$ cat src/rtl/rvh_tlb_flush_ctrl_if.sv
// Bundle between the shootdown controller and its surroundings: sfence request,
// per-TLB miss gating, per-TLB flush handshake and the shared flush payload.
interface rvh_tlb_flush_ctrl_if #(
    parameter int unsigned VPN_WIDTH  = 27,
    parameter int unsigned ASID_WIDTH = 16
) ();
    logic                  sfence_req_vld_i;
    logic                  sfence_req_use_asid_i;
    logic                  sfence_req_use_vpn_i;
    logic [VPN_WIDTH-1:0]  sfence_req_vpn_i;
    logic [ASID_WIDTH-1:0] sfence_req_asid_i;
    logic                  sfence_req_rdy_o;
    logic                  sfence_done_o;

    logic                  dtlb_miss_req_vld_i;
    logic                  dtlb_miss_req_vld_o;
    logic                  dtlb_miss_req_rdy_i;
    logic                  dtlb_miss_resp_vld_i;
    logic                  itlb_miss_req_vld_i;
    logic                  itlb_miss_req_vld_o;
    logic                  itlb_miss_req_rdy_i;
    logic                  itlb_miss_resp_vld_i;

    logic                  dtlb_flush_vld_o;
    logic                  dtlb_flush_grant_i;
    logic                  itlb_flush_vld_o;
    logic                  itlb_flush_grant_i;
    logic                  flush_use_asid_o;
    logic                  flush_use_vpn_o;
    logic [VPN_WIDTH-1:0]  flush_vpn_o;
    logic [ASID_WIDTH-1:0] flush_asid_o;
    logic                  miss_block_o;

    // Controller side.
    modport slave (
        input  sfence_req_vld_i, sfence_req_use_asid_i, sfence_req_use_vpn_i,
        input  sfence_req_vpn_i, sfence_req_asid_i,
        output sfence_req_rdy_o, sfence_done_o,
        input  dtlb_miss_req_vld_i, dtlb_miss_req_rdy_i, dtlb_miss_resp_vld_i,
        output dtlb_miss_req_vld_o,
        input  itlb_miss_req_vld_i, itlb_miss_req_rdy_i, itlb_miss_resp_vld_i,
        output itlb_miss_req_vld_o,
        output dtlb_flush_vld_o, itlb_flush_vld_o,
        input  dtlb_flush_grant_i, itlb_flush_grant_i,
        output flush_use_asid_o, flush_use_vpn_o, flush_vpn_o, flush_asid_o,
        output miss_block_o
    );

    // Environment side (TLBs, MMU, sfence source).
    modport master (
        output sfence_req_vld_i, sfence_req_use_asid_i, sfence_req_use_vpn_i,
        output sfence_req_vpn_i, sfence_req_asid_i,
        input  sfence_req_rdy_o, sfence_done_o,
        output dtlb_miss_req_vld_i, dtlb_miss_req_rdy_i, dtlb_miss_resp_vld_i,
        input  dtlb_miss_req_vld_o,
        output itlb_miss_req_vld_i, itlb_miss_req_rdy_i, itlb_miss_resp_vld_i,
        input  itlb_miss_req_vld_o,
        input  dtlb_flush_vld_o, itlb_flush_vld_o,
        output dtlb_flush_grant_i, itlb_flush_grant_i,
        input  flush_use_asid_o, flush_use_vpn_o, flush_vpn_o, flush_asid_o,
        input  miss_block_o
    );
endinterface

$ cat src/rtl/rvh_tlb_flush_ctrl.sv
// SFENCE.VMA shootdown sequencer: blocks new TLB misses, drains in-flight walks,
// flushes DTLB and ITLB, collects both grants and pulses done.
module rvh_tlb_flush_ctrl #(
    parameter int unsigned VPN_WIDTH       = 27,
    parameter int unsigned ASID_WIDTH      = 16,
    parameter int unsigned MAX_OUTSTANDING = 4
) (
    input  logic                clk,
    input  logic                rstn,
    rvh_tlb_flush_ctrl_if.slave bus
);
    localparam int unsigned CNT_WIDTH = $clog2(MAX_OUTSTANDING + 1);
    localparam logic [CNT_WIDTH-1:0] CNT_MAX = CNT_WIDTH'(MAX_OUTSTANDING);

    typedef enum logic [1:0] {IDLE, DRAIN, FLUSH, DONE} state_e;

    state_e                state_q;
    logic [CNT_WIDTH-1:0]  dcnt_q, dcnt_d;
    logic [CNT_WIDTH-1:0]  icnt_q, icnt_d;
    logic                  dgnt_q, ignt_q;
    logic                  block_q, done_q;
    logic                  use_asid_q, use_vpn_q;
    logic [VPN_WIDTH-1:0]  vpn_q;
    logic [ASID_WIDTH-1:0] asid_q;

    logic d_hs, i_hs, accept;
    logic d_fvld, i_fvld, d_gnt_now, i_gnt_now;

    // Saturating up/down count; simultaneous inc and dec cancel.
    function automatic logic [CNT_WIDTH-1:0] cnt_next(input logic [CNT_WIDTH-1:0] cnt,
                                                      input logic inc, input logic dec);
        logic [CNT_WIDTH-1:0] r;
        r = cnt;
        if (inc && !dec && (cnt != CNT_MAX))
            r = cnt + CNT_WIDTH'(1);
        else if (dec && !inc && (cnt != '0))
            r = cnt - CNT_WIDTH'(1);
        return r;
    endfunction

    always_comb begin
        d_hs      = bus.dtlb_miss_req_vld_i & ~block_q & bus.dtlb_miss_req_rdy_i;
        i_hs      = bus.itlb_miss_req_vld_i & ~block_q & bus.itlb_miss_req_rdy_i;
        accept    = bus.sfence_req_vld_i & (state_q == IDLE);
        dcnt_d    = cnt_next(dcnt_q, d_hs, bus.dtlb_miss_resp_vld_i);
        icnt_d    = cnt_next(icnt_q, i_hs, bus.itlb_miss_resp_vld_i);
        d_fvld    = (state_q == FLUSH) & ~dgnt_q;
        i_fvld    = (state_q == FLUSH) & ~ignt_q;
        d_gnt_now = dgnt_q | (bus.dtlb_flush_grant_i & d_fvld);
        i_gnt_now = ignt_q | (bus.itlb_flush_grant_i & i_fvld);
    end

    always_ff @(posedge clk) begin
        if (!rstn) begin
            state_q    <= IDLE;
            dcnt_q     <= '0;
            icnt_q     <= '0;
            dgnt_q     <= 1'b0;
            ignt_q     <= 1'b0;
            block_q    <= 1'b0;
            done_q     <= 1'b0;
            use_asid_q <= 1'b0;
            use_vpn_q  <= 1'b0;
            vpn_q      <= '0;
            asid_q     <= '0;
        end else begin
            dcnt_q <= dcnt_d;
            icnt_q <= icnt_d;
            case (state_q)
                IDLE: begin
                    if (accept) begin
                        use_asid_q <= bus.sfence_req_use_asid_i;
                        use_vpn_q  <= bus.sfence_req_use_vpn_i;
                        vpn_q      <= bus.sfence_req_vpn_i;
                        asid_q     <= bus.sfence_req_asid_i;
                        block_q    <= 1'b1;
                        state_q    <= DRAIN;
                    end
                end
                DRAIN: begin
                    if ((dcnt_d == '0) && (icnt_d == '0))
                        state_q <= FLUSH;
                end
                FLUSH: begin
                    dgnt_q <= d_gnt_now;
                    ignt_q <= i_gnt_now;
                    if (d_gnt_now && i_gnt_now) begin
                        done_q  <= 1'b1;
                        state_q <= DONE;
                    end
                end
                DONE: begin
                    done_q  <= 1'b0;
                    block_q <= 1'b0;
                    dgnt_q  <= 1'b0;
                    ignt_q  <= 1'b0;
                    state_q <= IDLE;
                end
                default: state_q <= IDLE;
            endcase
        end
    end

    assign bus.sfence_req_rdy_o    = (state_q == IDLE);
    assign bus.sfence_done_o       = done_q;
    assign bus.miss_block_o        = block_q;
    assign bus.dtlb_miss_req_vld_o = bus.dtlb_miss_req_vld_i & ~block_q;
    assign bus.itlb_miss_req_vld_o = bus.itlb_miss_req_vld_i & ~block_q;
    assign bus.dtlb_flush_vld_o    = d_fvld;
    assign bus.itlb_flush_vld_o    = i_fvld;
    assign bus.flush_use_asid_o    = use_asid_q;
    assign bus.flush_use_vpn_o     = use_vpn_q;
    assign bus.flush_vpn_o         = vpn_q;
    assign bus.flush_asid_o        = asid_q;
endmodule

$ cat src/flat_wrapper.sv
// flat-port wrapper written by rule: the top's interface ports become plain ports
module rvh_tlb_flush_ctrl_flat 
#(
    parameter int unsigned VPN_WIDTH       = 27,
    parameter int unsigned ASID_WIDTH      = 16,
    parameter int unsigned MAX_OUTSTANDING = 4
)
  (clk, rstn, bus_sfence_req_vld_i, bus_sfence_req_use_asid_i, bus_sfence_req_use_vpn_i, bus_sfence_req_vpn_i, bus_sfence_req_asid_i, bus_sfence_req_rdy_o, bus_sfence_done_o, bus_dtlb_miss_req_vld_i, bus_dtlb_miss_req_rdy_i, bus_dtlb_miss_resp_vld_i, bus_dtlb_miss_req_vld_o, bus_itlb_miss_req_vld_i, bus_itlb_miss_req_rdy_i, bus_itlb_miss_resp_vld_i, bus_itlb_miss_req_vld_o, bus_dtlb_flush_vld_o, bus_itlb_flush_vld_o, bus_dtlb_flush_grant_i, bus_itlb_flush_grant_i, bus_flush_use_asid_o, bus_flush_use_vpn_o, bus_flush_vpn_o, bus_flush_asid_o, bus_miss_block_o);
  rvh_tlb_flush_ctrl_if #(.VPN_WIDTH(VPN_WIDTH), .ASID_WIDTH(ASID_WIDTH)) bus_i ();
  input  logic clk;
  input  logic rstn;
  input wire logic [$bits(bus_i.sfence_req_vld_i)-1:0] bus_sfence_req_vld_i;
  input wire logic [$bits(bus_i.sfence_req_use_asid_i)-1:0] bus_sfence_req_use_asid_i;
  input wire logic [$bits(bus_i.sfence_req_use_vpn_i)-1:0] bus_sfence_req_use_vpn_i;
  input wire logic [$bits(bus_i.sfence_req_vpn_i)-1:0] bus_sfence_req_vpn_i;
  input wire logic [$bits(bus_i.sfence_req_asid_i)-1:0] bus_sfence_req_asid_i;
  output wire logic [$bits(bus_i.sfence_req_rdy_o)-1:0] bus_sfence_req_rdy_o;
  output wire logic [$bits(bus_i.sfence_done_o)-1:0] bus_sfence_done_o;
  input wire logic [$bits(bus_i.dtlb_miss_req_vld_i)-1:0] bus_dtlb_miss_req_vld_i;
  input wire logic [$bits(bus_i.dtlb_miss_req_rdy_i)-1:0] bus_dtlb_miss_req_rdy_i;
  input wire logic [$bits(bus_i.dtlb_miss_resp_vld_i)-1:0] bus_dtlb_miss_resp_vld_i;
  output wire logic [$bits(bus_i.dtlb_miss_req_vld_o)-1:0] bus_dtlb_miss_req_vld_o;
  input wire logic [$bits(bus_i.itlb_miss_req_vld_i)-1:0] bus_itlb_miss_req_vld_i;
  input wire logic [$bits(bus_i.itlb_miss_req_rdy_i)-1:0] bus_itlb_miss_req_rdy_i;
  input wire logic [$bits(bus_i.itlb_miss_resp_vld_i)-1:0] bus_itlb_miss_resp_vld_i;
  output wire logic [$bits(bus_i.itlb_miss_req_vld_o)-1:0] bus_itlb_miss_req_vld_o;
  output wire logic [$bits(bus_i.dtlb_flush_vld_o)-1:0] bus_dtlb_flush_vld_o;
  output wire logic [$bits(bus_i.itlb_flush_vld_o)-1:0] bus_itlb_flush_vld_o;
  input wire logic [$bits(bus_i.dtlb_flush_grant_i)-1:0] bus_dtlb_flush_grant_i;
  input wire logic [$bits(bus_i.itlb_flush_grant_i)-1:0] bus_itlb_flush_grant_i;
  output wire logic [$bits(bus_i.flush_use_asid_o)-1:0] bus_flush_use_asid_o;
  output wire logic [$bits(bus_i.flush_use_vpn_o)-1:0] bus_flush_use_vpn_o;
  output wire logic [$bits(bus_i.flush_vpn_o)-1:0] bus_flush_vpn_o;
  output wire logic [$bits(bus_i.flush_asid_o)-1:0] bus_flush_asid_o;
  output wire logic [$bits(bus_i.miss_block_o)-1:0] bus_miss_block_o;
  assign bus_i.sfence_req_vld_i = bus_sfence_req_vld_i;
  assign bus_i.sfence_req_use_asid_i = bus_sfence_req_use_asid_i;
  assign bus_i.sfence_req_use_vpn_i = bus_sfence_req_use_vpn_i;
  assign bus_i.sfence_req_vpn_i = bus_sfence_req_vpn_i;
  assign bus_i.sfence_req_asid_i = bus_sfence_req_asid_i;
  assign bus_sfence_req_rdy_o = bus_i.sfence_req_rdy_o;
  assign bus_sfence_done_o = bus_i.sfence_done_o;
  assign bus_i.dtlb_miss_req_vld_i = bus_dtlb_miss_req_vld_i;
  assign bus_i.dtlb_miss_req_rdy_i = bus_dtlb_miss_req_rdy_i;
  assign bus_i.dtlb_miss_resp_vld_i = bus_dtlb_miss_resp_vld_i;
  assign bus_dtlb_miss_req_vld_o = bus_i.dtlb_miss_req_vld_o;
  assign bus_i.itlb_miss_req_vld_i = bus_itlb_miss_req_vld_i;
  assign bus_i.itlb_miss_req_rdy_i = bus_itlb_miss_req_rdy_i;
  assign bus_i.itlb_miss_resp_vld_i = bus_itlb_miss_resp_vld_i;
  assign bus_itlb_miss_req_vld_o = bus_i.itlb_miss_req_vld_o;
  assign bus_dtlb_flush_vld_o = bus_i.dtlb_flush_vld_o;
  assign bus_itlb_flush_vld_o = bus_i.itlb_flush_vld_o;
  assign bus_i.dtlb_flush_grant_i = bus_dtlb_flush_grant_i;
  assign bus_i.itlb_flush_grant_i = bus_itlb_flush_grant_i;
  assign bus_flush_use_asid_o = bus_i.flush_use_asid_o;
  assign bus_flush_use_vpn_o = bus_i.flush_use_vpn_o;
  assign bus_flush_vpn_o = bus_i.flush_vpn_o;
  assign bus_flush_asid_o = bus_i.flush_asid_o;
  assign bus_miss_block_o = bus_i.miss_block_o;
  rvh_tlb_flush_ctrl #(.VPN_WIDTH(VPN_WIDTH), .ASID_WIDTH(ASID_WIDTH), .MAX_OUTSTANDING(MAX_OUTSTANDING)) u_core (.clk(clk), .rstn(rstn), .bus(bus_i));
endmodule
$ cat config.mk
export PLATFORM = sky130hd
export DESIGN_NAME = rvh_tlb_flush_ctrl_flat
export DESIGN_NICKNAME = d
export VERILOG_FILES = /design/src/rtl/rvh_tlb_flush_ctrl_if.sv /design/src/rtl/rvh_tlb_flush_ctrl.sv /design/src/flat_wrapper.sv
export SDC_FILE = /design/constraint.sdc
export NUM_CORES = 1
export LEC_CHECK = 0
export CAP_MARGIN = 0
export CORE_UTILIZATION = 43
export CTS_CLUSTER_SIZE = 28
export DETAILED_ROUTE_END_ITERATION = 10
export MAX_ROUTING_LAYER = met4
export PLACE_DENSITY = 0.9
export SLEW_MARGIN = 20
export SYNTH_ARGS = -nofsm -noshare
export SYNTH_HDL_FRONTEND = slang
export SYNTH_SLANG_ARGS = --single-unit
$ cat constraint.sdc
create_clock -name clk -period 2.4 [get_ports clk]
set_input_delay 0.48 -clock clk [delete_from_list [all_inputs] [get_ports clk]]
set_output_delay 0.48 -clock clk [all_outputs]
set_load 0.01 [all_outputs]
# Yosys cells after proc, flatten, opt, wreduce, memory -nomap -nowiden

Index checks and enable logic that the tools add are counted.

Register bits: 57
Memories: 0
Output and inout bits: 52
Memory bits (writable): 0
Bits in latches: 0
Bits in read-only memories: 0
Input bits: 56
Logic and storage cells: 76

Shift operators: 0
Equality and inequality tests: 8
Reduce and logical (&&, ||, !) cells: 25
Div/mod/pow operators: 0
Bitwise logic cells: 14
$lt $le $gt $ge: 0
Add/sub/neg operators: 4
Multiply operators: 0
Multiplexer cells: 14

Operators with widths:

| kind                | number |
|---|---|
| $mux 3              | 4 |
| $logic_and 1x1->1   | 10 |
| $and 1x1->1         | 9 |
| $pmux 1 s2          | 4 |
| $pmux 2 s4          | 1 |
| $add 3x1->3 const B | 2 |
| $logic_not 3->1     | 2 |
| $mux 2              | 3 |
| $ne 3x3->1 const B  | 2 |
| $reduce_and 2->1    | 3 |
| $reduce_bool 3->1   | 2 |
| $sub 3x1->3 const B | 2 |
| $eq 2x2->1 const B  | 2 |
| $logic_not 1->1     | 4 |
| $ne 2x1->1 const B  | 2 |
| $reduce_bool 2->1   | 2 |
| $not 1->1           | 3 |
| $reduce_and 3->1    | 1 |
| $eq 2x1->1 const B  | 1 |
| $logic_not 2->1     | 1 |
| $mux 1              | 2 |
| $ne 2x2->1 const B  | 1 |
| $or 1x1->1          | 2 |

# Depth between registers and ports, before layout

Depth in word-level cells: 12
Mapped depth: 8
Mapped depth without buffers: 8

# Worst setup path before layout

OpenSTA, ideal clock, no wires.

Path type: register to register
From: register u_core.dcnt_q[0]
To: register u_core.state_q[1]
Library setup time: 0.062 ns
Cell stages (with the launch flop): 9
Arrival time: 2.156 ns
Clock period less this slack: 2.219 ns
Required time: 2.338 ns
Buffers on the path: 0
Slack: 0.181 ns
Cell sequence: dfxtp_1 > inv_1 > ha_1 > and3b_1 > a221o_1 > and3_4 > or3_4 > or4_1 > nand3_1

Cells in the longest elaborated chain, start to end: 8
Elaborated cells between the ends (all ways): 12
Classes of those cells: add/sub: 2; eq/ne: 2; mux: 2; reduce/logical: 6

RTL lines:

| what                                                | line                     | RTL |
|---|---|---|
| from (decl)                                         | rvh_tlb_flush_ctrl.sv:18 | `logic [CNT_WIDTH-1:0] dcnt_q, dcnt_d;` |
| from (signal assigned)                              | rvh_tlb_flush_ctrl.sv:67 | `dcnt_q <= dcnt_d;` |
| branches (longest 3 deep; another with $sub 3x1->3) | -                        |  |
| $mux 3 (*)                                          | rvh_tlb_flush_ctrl.sv:34 | `if (inc && !dec && (cnt != CNT_MAX))` |
| $logic_not 3->1 (*)                                 | rvh_tlb_flush_ctrl.sv:81 | `if ((dcnt_d == '0) && (icnt_d == '0))` |
| $logic_and 1x1->1 (*)                               | rvh_tlb_flush_ctrl.sv:81 |  |
| $ne 2x1->1 (no line) (*)                            | -                        |  |
| $reduce_and 3->1 (no line) (*)                      | -                        |  |
| to (signal assigned)                                | rvh_tlb_flush_ctrl.sv:77 | `state_q <= DRAIN;` |
| to (signal assigned)                                | rvh_tlb_flush_ctrl.sv:82 | `state_q <= FLUSH;` |
| to (signal assigned)                                | rvh_tlb_flush_ctrl.sv:89 | `state_q <= DONE;` |
| to (decl)                                           | rvh_tlb_flush_ctrl.sv:17 | `state_e state_q;` |

Every way passes the cells marked *.
A chain may end at the register's enable or synchronous reset.

# Worst setup path in the final report

From: register u_core.dcnt_q[1]
To: register u_core.state_q[1]

The elaborated chain is that of the path after synthesis.

==> results_dict.tcl <==
set metrics [dict create \
    ys_seq_area_frac 0.4246 \
    finalCritPeriodShare 0.9662 \
    reg2reg_slack_ns 0.08 \
    leakage_uw 0.001628 \
    min_path_type "flop to flop" \
    clock_sinks 57 \
    core_area_um2 5991 \
    yosysWarnings 0 \
    async_flop_share 0 \
    seqPwrFrac 0.327 \
    setup_slack_ns 0.08117 \
    die_area_um2 6571 \
    most-common-layout-cells "104 x clkdlybuf4s50_1, 102 x nand2_1, 56 x dfxtp_1" \
    post-place-ws_ns -0.3595 \
    syn_inst 321 \
    skew_ns 0.006380 \
    reg2regPathDepth 8 \
    dpl.hpwl_um 5040 \
    grt_setup_unrepaired "false" \
    antenna_found_initial 0 \
    rows 28 \
    cap_violations 0 \
    synth_area_leader_cell "dfxtp_1" \
    drive_gt1_frac 0.09070 \
    gp_congestion 0.8371 \
    start_util 0.4486 \
    p_clk_frac 0.287 \
    peakVddDrop_uv 579.5 \
    start_kind "flop" \
    root_buffer "clkbuf_8" \
    die_y_um 81.06 \
    yosysTopAreaCellShare 0.4246 \
    antenna_cells 0 \
    fillers 445 \
    grt_start_max_net_pins 55 \
    clockBufferDepth 2 \
    area.growth.synth_to_final_pct 54.84 \
    synth_flop_cell "dfxtp_1" \
    tightestPinTransition_ns 0.4547 \
    hold_slack_ns 0.4651 \
    hp-start "u_core.bus.flush_vpn_o[3]$_SDFFE_PN0P_" \
    dp.cells 500 \
    synth_compound_area_frac 0.2100 \
    synth_top_family_by_area "simple AND/OR/NAND/NOR gates" \
    first_iter_violations 77 \
    synth-edff-count 0 \
    cts_htree_levels 3 \
    boundaryPins 108 \
    drc_errors 0 \
    cts_tree "built" \
    cp.required_ns 2.67 \
    hold_viol 0 \
    nNetsFinal 502 \
    arrival_ns 2.59 \
    slew_viol_final 0 \
    path_clk_slew_ns 0.07 \
    avgSynthCellArea_um2 8.373 \
    synth-simple-area-share 0.2640 \
    r2r_start "u_core.dcnt_q[1]$_SDFF_PN0_" \
    p_total_uw 3847 \
    grtUsageTotal 0.2399 \
    mostFrequentLayoutCell "clkdlybuf4s50_1" \
    startpoint "u_core.dcnt_q[1]$_SDFF_PN0_" \
    syn_area_um2 2688 \
    maxSlewHeadroom 0.6968 \
    post_synth_num_cell_types 47 \
    cp-end-kind "flop" \
    ant_nets 0 \
    cts_inserted_buffers 9 \
    grt_pass1_wl_um 11580 \
    swShare 0.3189 \
    synth_adder_area_share 0.04655 \
    grt_pass1_vias 2618 \
    via_count 2650 \
    power.switching_uw 1227 \
    fin_area_um2 4161 \
    final-setup-viol-count 0 \
    die_w_um 81.06 \
    wirelength_um 7157 \
    first_pass_iters 4 \
    port-buffer-count 107 \
    min_path_cells 2 \
    ys_top_cells_by_area "dfxtp_1 42%, nand2_1 14%, a21boi_0 13%" \
    max_freq_ghz 0.4313 \
    final_cells 516 \
    synth-seq-cells 57 \
    period_needed_ns 2.319 \
    synthMuxAreaShare 0.003724 \
    syn_nets 387 \
    wl_per_cell_um 13.87 \
    path_class "flop to flop" \
    synthXorXnorAreaFrac 0.01304 \
    dpl_cell_area_um2 3905 \
    vias_per_cell 5.136 \
    comb_power_share 0.386 \
    clkLatencyLatePin_ns 0.33 \
    status "completed" \
    overflow 0 \
    internal-power_uw 2620 \
    path_max_fanout 4 \
    power.density_nw_per_um2 924.4 \
    ctsHoldBuffers 0 \
]
[through the flow]
stage,TNS [ns],utilization
after detailed placement,-0.7034,0.6518
after global placement,-0.5464,0.6518
final,0,0.6947
after global routing,0,0.6947
after CTS,0,0.6924
after floorplan,0,-
[timing repair]
item	CTS	global route
pin swaps	1	1
endpoints found under the setup margin	1	2
gates cloned	0	0
buffers inserted	0	0
gates resized for setup	1	4
[final cells by class]
cell class / instances / area [um2] / area share
inverters: 8 / 30.03 / 0.007216
repair buffers: 122 / 1200 / 0.2883
clock buffers: 11 / 141.4 / 0.03397
clock inverters: 5 / 102.6 / 0.02465
flip-flops and latches: 57 / 1142 / 0.2745
multi-input cells: 238 / 1451 / 0.3488
well taps: 75 / 93.84 / 0.02255
[critical path: stages, from the launching register on]
cell and delay (ns):
dfxtp_2 0.34, inv_1 0.11, ha_1 0.20, and3b_1 0.19
a221o_1 0.30, and3_4 0.19, or3_4 0.33, or4_1 0.53
nand3_1 0.08
[cell families after synthesis]
kind of cell	after synthesis
simple gates	144
fa+ha+maj	10
buf+inv	26
flops	57
compound gates	79
xor+xnor	4
mux	1
[Yosys cell counts (all sizes together), types with 2 or more instances]
cell	count
nand2	102
dfxtp	57
a21boi	46
clkbuf	16
ha	10
a21oi	8
inv	8
o21ai	7
nor2b	6
nor2	5
and2	4
and3	4
and3b	4
nand3	3
nand3b	3
o22ai	3
xnor2	3
a211oi	2
and2b	2
buf	2
nand2b	2
o21a	2
o32ai	2
or4	2
[registers in the layout (all words and copies together), names as in the netlist]
register and cells:
u_core.bus.flush_asid_o 16, u_core.bus.flush_use_asid_o 1, u_core.bus.flush_use_vpn_o 1, u_core.bus.flush_vpn_o 27
u_core.bus.miss_block_o 1, u_core.bus.sfence_done_o 1, u_core.dcnt_q 3, u_core.dgnt_q 1
u_core.icnt_q 3, u_core.ignt_q 1, u_core.state_q 2
[routing by layer]
metal / track usage / up-vias / wire length, um
li1: - / 1313 / -
met3: 0.06629 / 14 / 450
met4: 0.1232 / 0 / 160
met5: - / - / 0
met1: 0.2469 / 1240 / 2892
met2: 0.4160 / 83 / 3653
[power by group through the flow]
stage	Combinational [uW]	Sequential [uW]	Clock [uW]
floorplan	712	1330	0
global placement	1400	1260	0
detailed placement	1460	1270	0
CTS	1480	1260	1120
global route	1640	1280	1150
finish	1490	1260	1100
[final timing paths]
path,end
worst min register to register,u_core.bus.flush_vpn_o[3]$_SDFFE_PN0P_
worst max register to register,u_core.state_q[1]$_SDFFE_PN0P_
worst max-delay path,u_core.state_q[1]$_SDFFE_PN0P_
worst min-delay path,u_core.bus.flush_vpn_o[3]$_SDFFE_PN0P_
Note: power is estimated with default switching activity, not from simulation.
==> variant, RTL diff (same settings) <==
`VPN_WIDTH` is set to 27 in 3 places; all go to 54.
--- a/src/rtl/rvh_tlb_flush_ctrl_if.sv
+++ b/src/rtl/rvh_tlb_flush_ctrl_if.sv
@@ -2,5 +2,5 @@
 // per-TLB miss gating, per-TLB flush handshake and the shared flush payload.
 interface rvh_tlb_flush_ctrl_if #(
-    parameter int unsigned VPN_WIDTH  = 27,
+    parameter int unsigned VPN_WIDTH  = 54,
     parameter int unsigned ASID_WIDTH = 16
 ) ();
--- a/src/rtl/rvh_tlb_flush_ctrl.sv
+++ b/src/rtl/rvh_tlb_flush_ctrl.sv
@@ -2,5 +2,5 @@
 // flushes DTLB and ITLB, collects both grants and pulses done.
 module rvh_tlb_flush_ctrl #(
-    parameter int unsigned VPN_WIDTH       = 27,
+    parameter int unsigned VPN_WIDTH       = 54,
     parameter int unsigned ASID_WIDTH      = 16,
     parameter int unsigned MAX_OUTSTANDING = 4
--- a/src/flat_wrapper.sv
+++ b/src/flat_wrapper.sv
@@ -2,5 +2,5 @@
 module rvh_tlb_flush_ctrl_flat 
 #(
-    parameter int unsigned VPN_WIDTH       = 27,
+    parameter int unsigned VPN_WIDTH       = 54,
     parameter int unsigned ASID_WIDTH      = 16,
     parameter int unsigned MAX_OUTSTANDING = 4
Ports: changed (resized bus_flush_vpn_o and bus_sfence_req_vpn_i); port bits go from 108 to 162. The function was not compared with the original's and may differ.
==> variant against the original RTL <==
Cell area increased by 28%; setup slack improved by 0.11 ns; global-route usage decreased by 1.2 points; power increased by 26%; sequential cell count increased by 27; routed wire length increased by 28%; fmax increased by 5.0%; count of clock-buffer cells in the layout increased by 1; sequential share of layout area increased by 4.1 points; synthesized area increased by 26%; clock skew about the same; largest cell class is now buffers; largest power group unchanged; highest routed layer unchanged.
==> variant: results (changes against the original RTL) <==
[setup_path]
ff2ff_setup_slack_ns=0.22  ; +0.14 ns
critPathMaxFanout=7  ; +3
reg2reg_depth=9  ; +1
slowest_stage=clkdlybuf4s50_1
endpoint=bus_dtlb_flush_vld_o
critical_path.top_delay_family=buffers and inverters
worst-endpoint-arrival_ns=1.73  ; -0.86 ns
crit_path_start=u_core.state_q[0]$_SDFFE_PN0P_
rr_startpoint=u_core.icnt_q[1]$_SDFF_PN0_

[run_status]
status=finished clean

[timing]
tightestPinTransition_ns=0.4227  ; -0.03201 ns
holdWs_ns=0.4558  ; -0.009267 ns
period_share_pct=92.04  ; -4.6 points
skew_ns=0.006693  ; +0.0003130 ns

[min_path]
min_from=u_core.bus.flush_vpn_o[42]$_SDFFE_PN0P_
hp-class=reg -> reg

[final_layout]
final_nets=680  ; +35%
layout-drive-gt1-share_pct=7.095  ; -2.0 points
largest_register_ffs=54  ; +100%

[synth]
syn-num-nets=519  ; +34%
synth.avg_cell_area_um2=7.974  ; -4.8%
synthTopCellsByArea=dfxtp_1 50%, nand2_1 17%, a21oi_1 11%
synthTopCellsByCount=157 x nand2_1, 84 x dfxtp_1, 77 x a21oi_1
ys_seq_area_share_pct=49.50  ; +7.0 points

[placement]
place_worst_setup_slack_ns=-0.09317  ; +0.2663 ns
dp_hpwl_mm=6.634  ; +32%
place.gp.congestion=0.8555  ; +2.2%
port_buffers=161  ; +50%
placed_area_um2=5150  ; +32%

[routing]
drt-initial-drc-count=133  ; +73%
routedWlPerCell_um=13.19  ; -4.9%
vias=3442  ; +30%

[global_routing]
grtUsageTotal_pct=22.75  ; -1.2 points
grt_pass1_wl_mm=14.93  ; +29%

[pwr]
power.leakage_uw=0.002030  ; +25%
peakVddDrop_mv=0.4656  ; -20%

## variant: cell types whose count changed in the layout (fill, tap and decap cells not counted), moves of 3 or more
cell             before  now
dfxtp_1              56   84
clkdlybuf4s50_1     104  161
a21oi_1               8   77
and3b_1               4    1
nor2_1                5   10
o21ai_0               6    2
a21boi_0             46    0
nand2_1             102  156
## variant: layout make-up
class | instances | area [um^2]
Fill cell | 629 | 2350
Timing Repair Buffer | 175 | 1717
Sequential cell | 84 | 1682
Multi-Input combinational cell | 308 | 1593
Clock buffer | 12 | 135.1
Tap cell | 102 | 127.6
Clock inverter | 4 | 50.05
Inverter | 9 | 33.78
## variant: tightest hold or removal path, cell delays in order (launching register included)
cell and delay, ns:
dfxtp_1 0.32, nand2_1 0.05, a21oi_1 0.05
## variant: cells by family after synthesis
| group | count (synthesis) | share of synthesized area (%) |
|---|---|---|
| AND/OR/NAND/NOR | 196 | 25.08 |
| buffers and inverters | 34 | 3.793 |
| adder cells (fa/ha/maj) | 10 | 3.683 |
| flip-flops | 84 | 49.50 |
| AO/OA/AOI/OAI | 98 | 16.87 |
| XOR/XNOR | 3 | 0.7736 |
| multiplexers | 1 | 0.2947 |
## variant: power by group
group | total (uW) | internal (uW) | switching, uW
registers | 1830 | 1660 | 173
logic | 2040 | 999 | 1050
clock network | 963 | 481 | 482
## variant: per-layer routing
metal	vias to the layer above	routed length (um)	GRT usage [%]
li1	1721	-	-
met1	1582	3748	24.76
met4	0	135	8.069
met5	-	0	-
met3	14	640	6.145
met2	125	4631	39.77
## variant: repair_timing
action	in CTS	in global routing
hold buffers	0	0
setup endpoints to repair	0	1
gates resized for setup	0	1
